--- src/rtl/router_pkg.sv ---
// router_pkg: shared widths, address constants and control-FSM state encodings for the router
package router_pkg;
  localparam int DATA_WIDTH = 8;
  localparam int ADDR_WIDTH = 2;
  localparam logic [ADDR_WIDTH-1:0] ADDR_INVALID = '1;
  typedef enum logic [2:0] {
    DECODE_ADDRESS,
    LOAD_FIRST_DATA,
    LOAD_DATA,
    LOAD_PARITY,
    FIFO_FULL_STATE,
    LOAD_AFTER_FULL,
    WAIT_TILL_EMPTY,
    CHECK_PARITY_ERROR
  } fsm_state_t;
endpackage

--- src/rtl/router_parity_chk.sv ---
// router_parity_chk: running XOR parity, packet parity capture and mismatch flag
module router_parity_chk #(
  parameter int DATA_WIDTH = router_pkg::DATA_WIDTH
) (
  input  logic                  clk,
  input  logic                  reset,
  input  logic                  detect_add,
  input  logic                  lfd_state,
  input  logic                  ld_state,
  input  logic                  full_state,
  input  logic                  pkt_valid,
  input  logic                  parity_done,
  input  logic [DATA_WIDTH-1:0] data_in,
  input  logic [DATA_WIDTH-1:0] header,
  output logic                  err
);
  import router_pkg::*;
  logic [DATA_WIDTH-1:0] internal_parity, packet_parity;
  logic done_q;
  always_ff @(posedge clk) begin
    if (reset) begin
      internal_parity <= '0;
      packet_parity   <= '0;
      done_q          <= 1'b0;
      err             <= 1'b0;
    end else begin
      internal_parity <= detect_add ? '0 :
                         lfd_state ? internal_parity ^ header :
                         (ld_state && pkt_valid && !full_state) ? internal_parity ^ data_in :
                         internal_parity;
      if (ld_state && !pkt_valid) packet_parity <= data_in;
      done_q <= parity_done;
      // compare only on the rising edge of parity_done, then hold until the next packet
      err <= detect_add ? 1'b0 :
             (parity_done && !done_q) ? (internal_parity != packet_parity) :
             err;
    end
  end
endmodule

--- src/rtl/router_reg.sv ---
// router_reg: header latch, dout/hold byte mux and parity status beside the router control FSM
module router_reg #(
  parameter int DATA_WIDTH = router_pkg::DATA_WIDTH,
  parameter int ADDR_WIDTH = router_pkg::ADDR_WIDTH
) (
  input  logic                  clk,
  input  logic                  reset,
  input  logic                  pkt_valid,
  input  logic [DATA_WIDTH-1:0] data_in,
  input  logic                  fifo_full,
  input  logic                  detect_add,
  input  logic                  lfd_state,
  input  logic                  ld_state,
  input  logic                  laf_state,
  input  logic                  full_state,
  input  logic                  rst_int_reg,
  output logic                  parity_done,
  output logic                  low_pkt_valid,
  output logic                  err,
  output logic [DATA_WIDTH-1:0] dout
);
  import router_pkg::*;
  localparam logic [ADDR_WIDTH-1:0] ADDR_BAD = '1;
  logic [DATA_WIDTH-1:0] header, hold;
  logic hdr_ok;
  assign hdr_ok = data_in[ADDR_WIDTH-1:0] != ADDR_BAD;
  always_ff @(posedge clk) begin
    if (reset) begin
      dout          <= '0;
      hold          <= '0;
      header        <= '0;
      parity_done   <= 1'b0;
      low_pkt_valid <= 1'b0;
    end else begin
      if (detect_add && pkt_valid && hdr_ok) header <= data_in;
      // a byte arriving while the FIFO is full is parked and replayed in LOAD_AFTER_FULL
      if (lfd_state) dout <= header;
      else if (ld_state && !fifo_full) dout <= data_in;
      else if (ld_state) hold <= data_in;
      else if (laf_state) dout <= hold;
      low_pkt_valid <= rst_int_reg ? 1'b0 : (ld_state && !pkt_valid) ? 1'b1 : low_pkt_valid;
      parity_done <= detect_add ? 1'b0 :
                     ((ld_state && !fifo_full && !pkt_valid) ||
                      (laf_state && low_pkt_valid && !parity_done)) ? 1'b1 :
                     parity_done;
    end
  end
  router_parity_chk #(.DATA_WIDTH(DATA_WIDTH)) u_parity_chk (
    .clk         (clk),
    .reset       (reset),
    .detect_add  (detect_add),
    .lfd_state   (lfd_state),
    .ld_state    (ld_state),
    .full_state  (full_state),
    .pkt_valid   (pkt_valid),
    .parity_done (parity_done),
    .data_in     (data_in),
    .header      (header),
    .err         (err)
  );
endmodule

--- config.mk ---
export PLATFORM = sky130hd
export DESIGN_NAME = router_reg
export DESIGN_NICKNAME = d
export VERILOG_FILES = /design/src/rtl/router_pkg.sv /design/src/rtl/router_parity_chk.sv /design/src/rtl/router_reg.sv
export SDC_FILE = /design/constraint.sdc
export NUM_CORES = 1
export LEC_CHECK = 0
export BUFFER_PORTS_ARGS = -buffer_cell sky130_fd_sc_hd__buf_2
export CORE_ASPECT_RATIO = 1.1
export CORE_UTILIZATION = 50
export CTS_CLUSTER_SIZE = 8
export DETAILED_ROUTE_END_ITERATION = 6
export PLACE_DENSITY = 0.71
export SYNTH_ARGS = -nofsm -noshare
export SYNTH_HDL_FRONTEND = slang
export SYNTH_SLANG_ARGS = --single-unit
--- constraint.sdc ---
create_clock -name clk -period 1.3 [get_ports clk]
set_input_delay 0.26 -clock clk [delete_from_list [all_inputs] [get_ports clk]]
set_output_delay 0.26 -clock clk [all_outputs]
set_load 0.05 [all_outputs]
== Word level (Yosys, flattened, before mapping) ==
Index checks and enable logic that the tools add are counted.
Word-level totals
  bits of input ports: 18
  flip-flop bits (word level): 44
  word-level logic and storage cells: 44
  output and inout bits: 11
Operators by class
  reductions and logical operators: 22
  eq/ne operators: 3
  mux-type cells: 6
  bitwise operators: 4
Operator list (number)
  8-bit two-way mux: 6
  8-bit bitwise XOR: 2
  1-bit logical AND: 10
  8-bit != test: 1
  1-bit logical NOT: 5
  2-bit OR reduction: 2
  3-bit by 2-bit != test with 1-bit output, second input constant: 1
  3-bit AND reduction: 1
  3-bit nonzero test: 1
  2-bit != test, second input constant: 1
  1-bit NOT: 2
  2-bit AND reduction: 1
  2-bit nonzero test: 1
  1-bit logical OR: 1

== Longest topological paths before layout ==
Gate-level depths: netlist (run 1).
  word-level depth: 4
  depth in mapped cells: 5
  depth with buffers taken out: 4

== By module ==
From an unflattened synthesis (run 1), not the netlist that was laid out.
Unflattened totals
  cells, all modules: 201
  area, all modules: 1995.7 µm²
By module, submodules not included
  router_reg: cells an instance 119, area an instance 1184.9 µm², times used 1
  router_parity_chk: cells an instance 82, area an instance 810.8 µm², times used 1

== Least setup slack after synthesis (run 1) ==
OpenSTA, ideal clock, no wires.
  kind: in2reg
  start point: in ld_state
  end point: reg dout[2]
  path slack: -0.073 ns
  setup time: 0.117 ns
  stages: 5
  required time: 1.183 ns
  arrival time: 1.256 ns
  buffers on the path: 1
  cell sequence: nor2b_4 buf_12 mux2_4 mux2_2 a22o_1
Between the ends
  word-level cells in the longest chain between the ends: 3
Ends and longest elaborated chain
  from (decl): line router_reg.sv:13  | input logic ld_state,
  1-bit logical AND: line router_reg.sv:38  | else if (ld_state && !fifo_full) dout <= data_in;
  3-bit by 2-bit != test with 1-bit output (no line) (tied with other cells)
  2-bit AND reduction (no line) or 8-bit two-way mux (tied branches)
  to (signal assigned): line router_reg.sv:37  | if (lfd_state) dout <= header;
  to (signal assigned): line router_reg.sv:38
  to (signal assigned): line router_reg.sv:40  | else if (laf_state) dout <= hold;
  to (decl): line router_reg.sv:20  | output logic [DATA_WIDTH-1:0] dout
Parallel ways exist; a longest one is shown, timed or not.
A chain may end at the register's enable or synchronous reset.

== Worst setup path in the final report (run 1) ==
Same ends and word-level chain as after synthesis.

==> flow_metrics.py, run 1 <==
metrics = {
    "floorplan": {
        "start_util": 0.528,
        "io_pins": 29,
        "die_area_sq_um": 4110,
        "core_sq_um": 3650,
        "rows": 23,
        "die_h_um": 67.1,
        "chipWidth_um": 61.2,
    },
    "global_routing": {
        "grt_max_degree": 20,
        "grt_antenna_before_repair": 0,
        "overflow": 0,
        "grt_usage": 0.230,
        "grt_pass1_wl_mm": 6.80,
        "grt_pass1_vias": 1455,
    },
    "run_status": {
        "status": "finished clean",
    },
    "placement": {
        "place.gp.congestion": 0.825,
        "portBuffers": 28,
        "post_dp_cell_area_sq_um": 2250,
        "hpwl_mm": 3.09,
    },
    "worst_setup_path": {
        "path_class": "in2reg",
        "cp.arrival_ps": 1490,
        "critPathTopFamily": "multiplexers",
        "end_kind": "flip-flop",
        "critPathLaunchType": "input pin",
        "critPathSlowestCell": "mux2_4",
        "r2r_cells": 3,
        "path_cells": "buf_4 > nor2b_4 > buf_12 > mux2_4 > mux2_2 > a22o_1",
        "max_stage_delay_ps": 290,
        "worstSetupPathDepth": 6,
        "path_buf_inv": 2,
        "cp_max_fo": 8,
        "required_ps": 1490,
    },
    "finish": {
        "fillerInstances": 304,
        "drive_gt1_frac": 0.325,
        "final_common_cell": "dfxtp_1",
        "most-common-layout-cells": "44 x dfxtp_1, 27 x nor2_1, 27 x buf_2",
        "finalNetCount": 255,
        "final_area_sq_um": 2360,
        "diodes": 0,
        "areaGrowthSynthToFinish_pct": 22.6,
    },
    "synth": {
        "yosys-top-cells-area": "dfxtp_1 46%, mux2i_1 8.3%, xor2_1 6.8%",
        "yosysTopAreaCellShare": 0.457,
        "synth.distinct_cells": 28,
        "ys_ff_latch": 44,
        "netlist_area_sq_um": 1930,
        "synth_nets": 208,
        "syn_area_per_cell_sq_um": 10.1,
        "syn_inst": 190,
        "yosysSeqAreaShare": 0.457,
        "yosysTopAreaCell": "dfxtp_1",
        "yosys_warnings": 0,
    },
    "pwr": {
        "total_power_w": 0.00263,
        "powerDensity_nw_per_um2": 1110,
        "leakage_nw": 1.14,
        "peakVddDrop_mv": 0.832,
    },
    "run": {
        "drv_cap": 0,
    },
    "timing": {
        "fin_crit_ps": 1300,
        "period_share": 0.998,
        "finClkSkew_ps": 2.30,
        "grt_setup_unrepaired": "yes",
        "hold_violations": 0,
        "setup_viol": 0,
        "max_slew_margin": 0.660,
        "tightest_slew_ps": 509,
        "slew_violations": 0,
        "holdWs_ps": 118,
        "fmax_mhz": 771,
    },
    "drt": {
        "drc_errors": 0,
        "drt.antenna.violating_nets": 0,
        "vias_per_cell": 5.19,
        "totalWireLength_mm": 4.11,
        "drt_iter0_drc": 45,
        "drt-wirelength-per-cell_um": 14.3,
        "drtPass1Iterations": 4,
        "via_count": 1490,
    },
    "clock_network": {
        "cts_root_buf": "clkbuf_8",
        "clk_path_buf_depth": 2,
        "numCtsBuffers": 5,
        "cts_sinks": 44,
        "tritoncts": "yes",
        "insertion_delay_ps": 290,
        "htreeDepth": 2,
        "clk_pin_slew_ps": 70,
    },
    "hold_path": {
        "min_path_cells": 2,
        "hold_class": "in2reg",
    },
}
## routing by layer
| metal | GRT usage | up-vias | part of all wire |
|---|---|---|---|
| li1 | - | 748 | - |
| met1 | 0.291 | 703 | 0.47 |
| met2 | 0.367 | 34 | 0.48 |
| met3 | 0.0594 | 5 | 0.039 |
| met4 | 0.0966 | 0 | 0.014 |
| met5 | 0 | - | 0 |
## cell type report
type | instances | area, sq um | share of cell area
clock inverters | 1 | 5.00 | 0.00212
inverters | 2 | 7.51 | 0.00318
flip-flops and latches | 44 | 881 | 0.373
multi-input cells | 134 | 1000 | 0.424
repair buffers | 50 | 333 | 0.141
clock buffers | 6 | 72.6 | 0.0307
well taps | 50 | 62.6 | 0.0265
## cells by family (layout without fill, tap and decap cells)
| family | after synthesis | count (layout) | synth area share |
|---|---|---|---|
| mux | 32 | 32 | 0.190 |
| buf+inv | 12 | 59 | 0.0344 |
| compound gates | 27 | 27 | 0.0993 |
| xor+xnor | 16 | 16 | 0.0727 |
| flops | 44 | 44 | 0.457 |
| simple gates | 59 | 59 | 0.147 |
## cell usage after synthesis, drive strengths merged
library cell,n
a21oi,9
a22oi,8
inv,2
nor4,2
nor3,3
a211oi,1
mux2,16
a221oi,1
xnor2,1
nand2,18
a22o,8
and2b,1
nor4bb,1
clkbuf,5
nor2,27
dfxtp,44
buf,5
nand3b,1
nand3,1
xor2,15
or2,1
and4,1
mux2i,16
nor2b,3
## state kept, by name, summed over array words and instances (netlist names)
name and count:
low_pkt_valid 1, u_parity_chk.err 1, u_parity_chk.done_q 1, header 8, hold 8, dout 8, u_parity_chk.internal_parity 8, u_parity_chk.packet_parity 8
parity_done 1
## power by group
part / internal [W] / switching, W / leakage [nW]
Combinational: 0.000194 / 0.000215 / 0.737
Clock: 0.000365 / 0.000429 / 0.0410
Sequential: 0.00140 / 0.0000325 / 0.358
Total: 0.00196 / 0.000676 / 1.14
## per-stage QoR
stage,util,cells,setup slack (ps),TNS (ps)
CTS,0.643,286,17.3,0
finish,0.647,287,3.08,0
floorplan,-,190,-72.7,-528
global route,0.647,287,-13.1,-22.6
global placement,0.617,279,-549,-6500
detailed placement,0.617,279,-658,-7580
## worst paths after layout
| check | start | to | slack [ps] |
|---|---|---|---|
| worst max-delay path | ld_state | dout[2]$_SDFFE_PP0P_ | 3 |
| worst min-delay path | rst_int_reg | low_pkt_valid$_SDFFE_PP0P_ | 120 |
| worst max register to register | hold[4]$_SDFFE_PP0P_ | dout[4]$_SDFFE_PP0P_ | 130 |
| worst min register to register | u_parity_chk.packet_parity[0]$_SDFFE_PP0P_ | u_parity_chk.packet_parity[0]$_SDFFE_PP0P_ | 470 |
## repair_timing
item / in CTS / in global routing
setup buffers: 0 / 1
hold buffers: 0 / 0
resized for setup: 3 / 1
setup endpoints to repair: 8 / 4
(Power assumes the default switching activity.)
==> inputs of run 2 (changes only) <==
--- a/config.mk
+++ b/config.mk
@@ -6,11 +6,13 @@
 export NUM_CORES = 1
 export LEC_CHECK = 0
 export BUFFER_PORTS_ARGS = -buffer_cell sky130_fd_sc_hd__buf_2
+export CELL_PAD_IN_SITES_DETAIL_PLACEMENT = 1
+export CELL_PAD_IN_SITES_GLOBAL_PLACEMENT = 1
 export CORE_ASPECT_RATIO = 1.1
-export CORE_UTILIZATION = 50
+export CORE_UTILIZATION = 43
 export CTS_CLUSTER_SIZE = 8
 export DETAILED_ROUTE_END_ITERATION = 6
-export PLACE_DENSITY = 0.71
+export PLACE_DENSITY_LB_ADDON = 0.1
 export SYNTH_ARGS = -nofsm -noshare
 export SYNTH_HDL_FRONTEND = slang
 export SYNTH_SLANG_ARGS = --single-unit
==> constraint.sdc (replaced) <==
create_clock -name clk -period 1.46 [get_ports clk]
set_input_delay 0.292 -clock clk [delete_from_list [all_inputs] [get_ports clk]]
set_output_delay 0.292 -clock clk [all_outputs]
set_load 0.05 [all_outputs]
==> flow_metrics.py, run 2 (same netlist as run 1, synthesis figures left out) <==
metrics = {
    "timing": {
        "tightest_slew_ps": 609,
        "fmax_mhz": 754,
        "max_slew_margin": 0.593,
        "finClkSkew_ps": 4.23,
        "holdWs_ps": 161,
        "period_share": 0.909,
        "grt_setup_unrepaired": "no",
        "hold_violations": 0,
        "worst_slack_ps": 133,
        "slew_violations": 0,
        "setup_viol": 0,
        "fin_crit_ps": 1330,
    },
    "clock_network": {
        "cts_root_buf": "clkbuf_8",
        "numCtsBuffers": 5,
        "cts_sinks": 44,
        "htreeDepth": 2,
        "ctsResizeCount": 0,
        "cts_hold_buf": 0,
        "clk_path_buf_depth": 2,
        "insertion_delay_ps": 290,
        "post_cts_buffers": 0,
        "clk_pin_slew_ps": 80,
        "tritoncts": "yes",
    },
    "hold_path": {
        "hold_class": "in2reg",
        "min_path_cells": 2,
    },
    "floorplan": {
        "rows": 25,
        "chipWidth_um": 65.8,
        "start_util": 0.450,
        "core_sq_um": 4290,
        "die_h_um": 72.2,
        "io_pins": 29,
        "die_area_sq_um": 4760,
    },
    "drt": {
        "drtPass1Iterations": 4,
        "drt.antenna.violating_nets": 0,
        "vias_per_cell": 5.20,
        "via_count": 1466,
        "drt_iter0_drc": 35,
        "drc_errors": 0,
        "totalWireLength_mm": 4.55,
        "drt-wirelength-per-cell_um": 16.1,
    },
    "finish": {
        "finalNetCount": 246,
        "areaGrowthSynthToFinish_pct": 18.4,
        "most-common-layout-cells": "44 x dfxtp_1, 28 x buf_2, 27 x nor2_1",
        "final_common_cell": "dfxtp_1",
        "diodes": 0,
        "drive_gt1_frac": 0.294,
    },
    "placement": {
        "hpwl_mm": 3.46,
        "post-place-ws_ps": -177,
        "place.gp.congestion": 0.754,
        "portBuffers": 28,
    },
    "worst_setup_path": {
        "max_stage_delay_ps": 470,
        "required_ps": 1700,
        "end_kind": "flip-flop",
        "path_buf_inv": 2,
        "r2r_cells": 3,
        "path_cells": "buf_2 > buf_4 > and2b_1 > nor3_1 > nor2_1 > a22o_1",
        "cp.arrival_ps": 1560,
        "critPathTopFamily": "simple AND/OR/NAND/NOR gates",
        "cp_max_fo": 8,
        "worstSetupPathDepth": 6,
        "critPathLaunchType": "input pin",
        "critPathSlowestCell": "nor2_1",
        "path_class": "in2reg",
    },
    "global_routing": {
        "grt_antenna_before_repair": 0,
        "grt_usage": 0.212,
        "grt_pass1_vias": 1533,
        "grt_pass1_wl_mm": 7.65,
        "overflow": 0,
        "grt_max_degree": 21,
    },
    "pwr": {
        "clockPowerShare": 0.334,
        "total_power_w": 0.00242,
        "powerDensity_nw_per_um2": 1060,
        "leakage_nw": 1.09,
        "p_sw_frac": 0.251,
        "pwr-share-comb": 0.140,
        "p_int_w": 0.00181,
        "seqPwrFrac": 0.526,
        "netSwitchingPower_w": 0.000606,
        "peakVddDrop_mv": 0.615,
    },
    "run": {
        "drv_cap": 0,
    },
    "run_status": {
        "status": "finished clean",
    },
}
## run 2: cell types whose count changed in the layout (fill, tap and decap cells not counted), sizes merged
cell / delta
buf: -9
clkbuf: +1
clkinv: -1
## run 2: stage by stage
step	util	instance area, sq um	instances	setup TNS (ps)
after global routing	0.533	2280	282	0
after global placement	0.510	2190	275	-830
after CTS	0.533	2280	282	0
after floorplan	-	1930	190	0
after detailed placement	0.510	2190	275	-1210
final	0.533	2280	282	0
## run 2: layout make-up
| type | count | area, sq um |
|---|---|---|
| tap | 54 | 67.6 |
| timing repair buffer | 41 | 250 |
| multi-input combinational | 134 | 981 |
| clock buffer | 7 | 96.3 |
| inverter | 2 | 7.51 |
| sequential | 44 | 881 |
| fill | 492 | 2000 |
## run 2: worst register-to-register path, stage by stage (launching register included)
cell and delay (ps):
dfxtp_1 320, mux2_2 250, mux2_2 260, a22o_1 230
## run 2: layer usage
layer  GRT usage  vias up  part of all wire
li1            -      734                 -
met1       0.272      705              0.47
met2       0.359       20              0.50
met3      0.0393        7             0.022
met4      0.0580        0             0.011
met5           0        -                 0
## run 2: power by group through the flow
stage	sequential (W)	combinational [W]	clock [W]
4_1_cts	0.00127	0.000340	0.000832
6_report	0.00127	0.000338	0.000808
3_3_place_gp	0.00130	0.000326	0
5_1_grt	0.00128	0.000369	0.000871
3_5_place_dp	0.00130	0.000337	0
2_1_floorplan	0.00133	0.000188	0
## run 2: final timing paths
path	start	to	slack, ps
setup / recovery	ld_state	dout[4]$_SDFFE_PP0P_	130
hold / removal	rst_int_reg	low_pkt_valid$_SDFFE_PP0P_	160
setup reg to reg	hold[4]$_SDFFE_PP0P_	dout[4]$_SDFFE_PP0P_	290
hold reg to reg	u_parity_chk.packet_parity[1]$_SDFFE_PP0P_	u_parity_chk.packet_parity[1]$_SDFFE_PP0P_	470
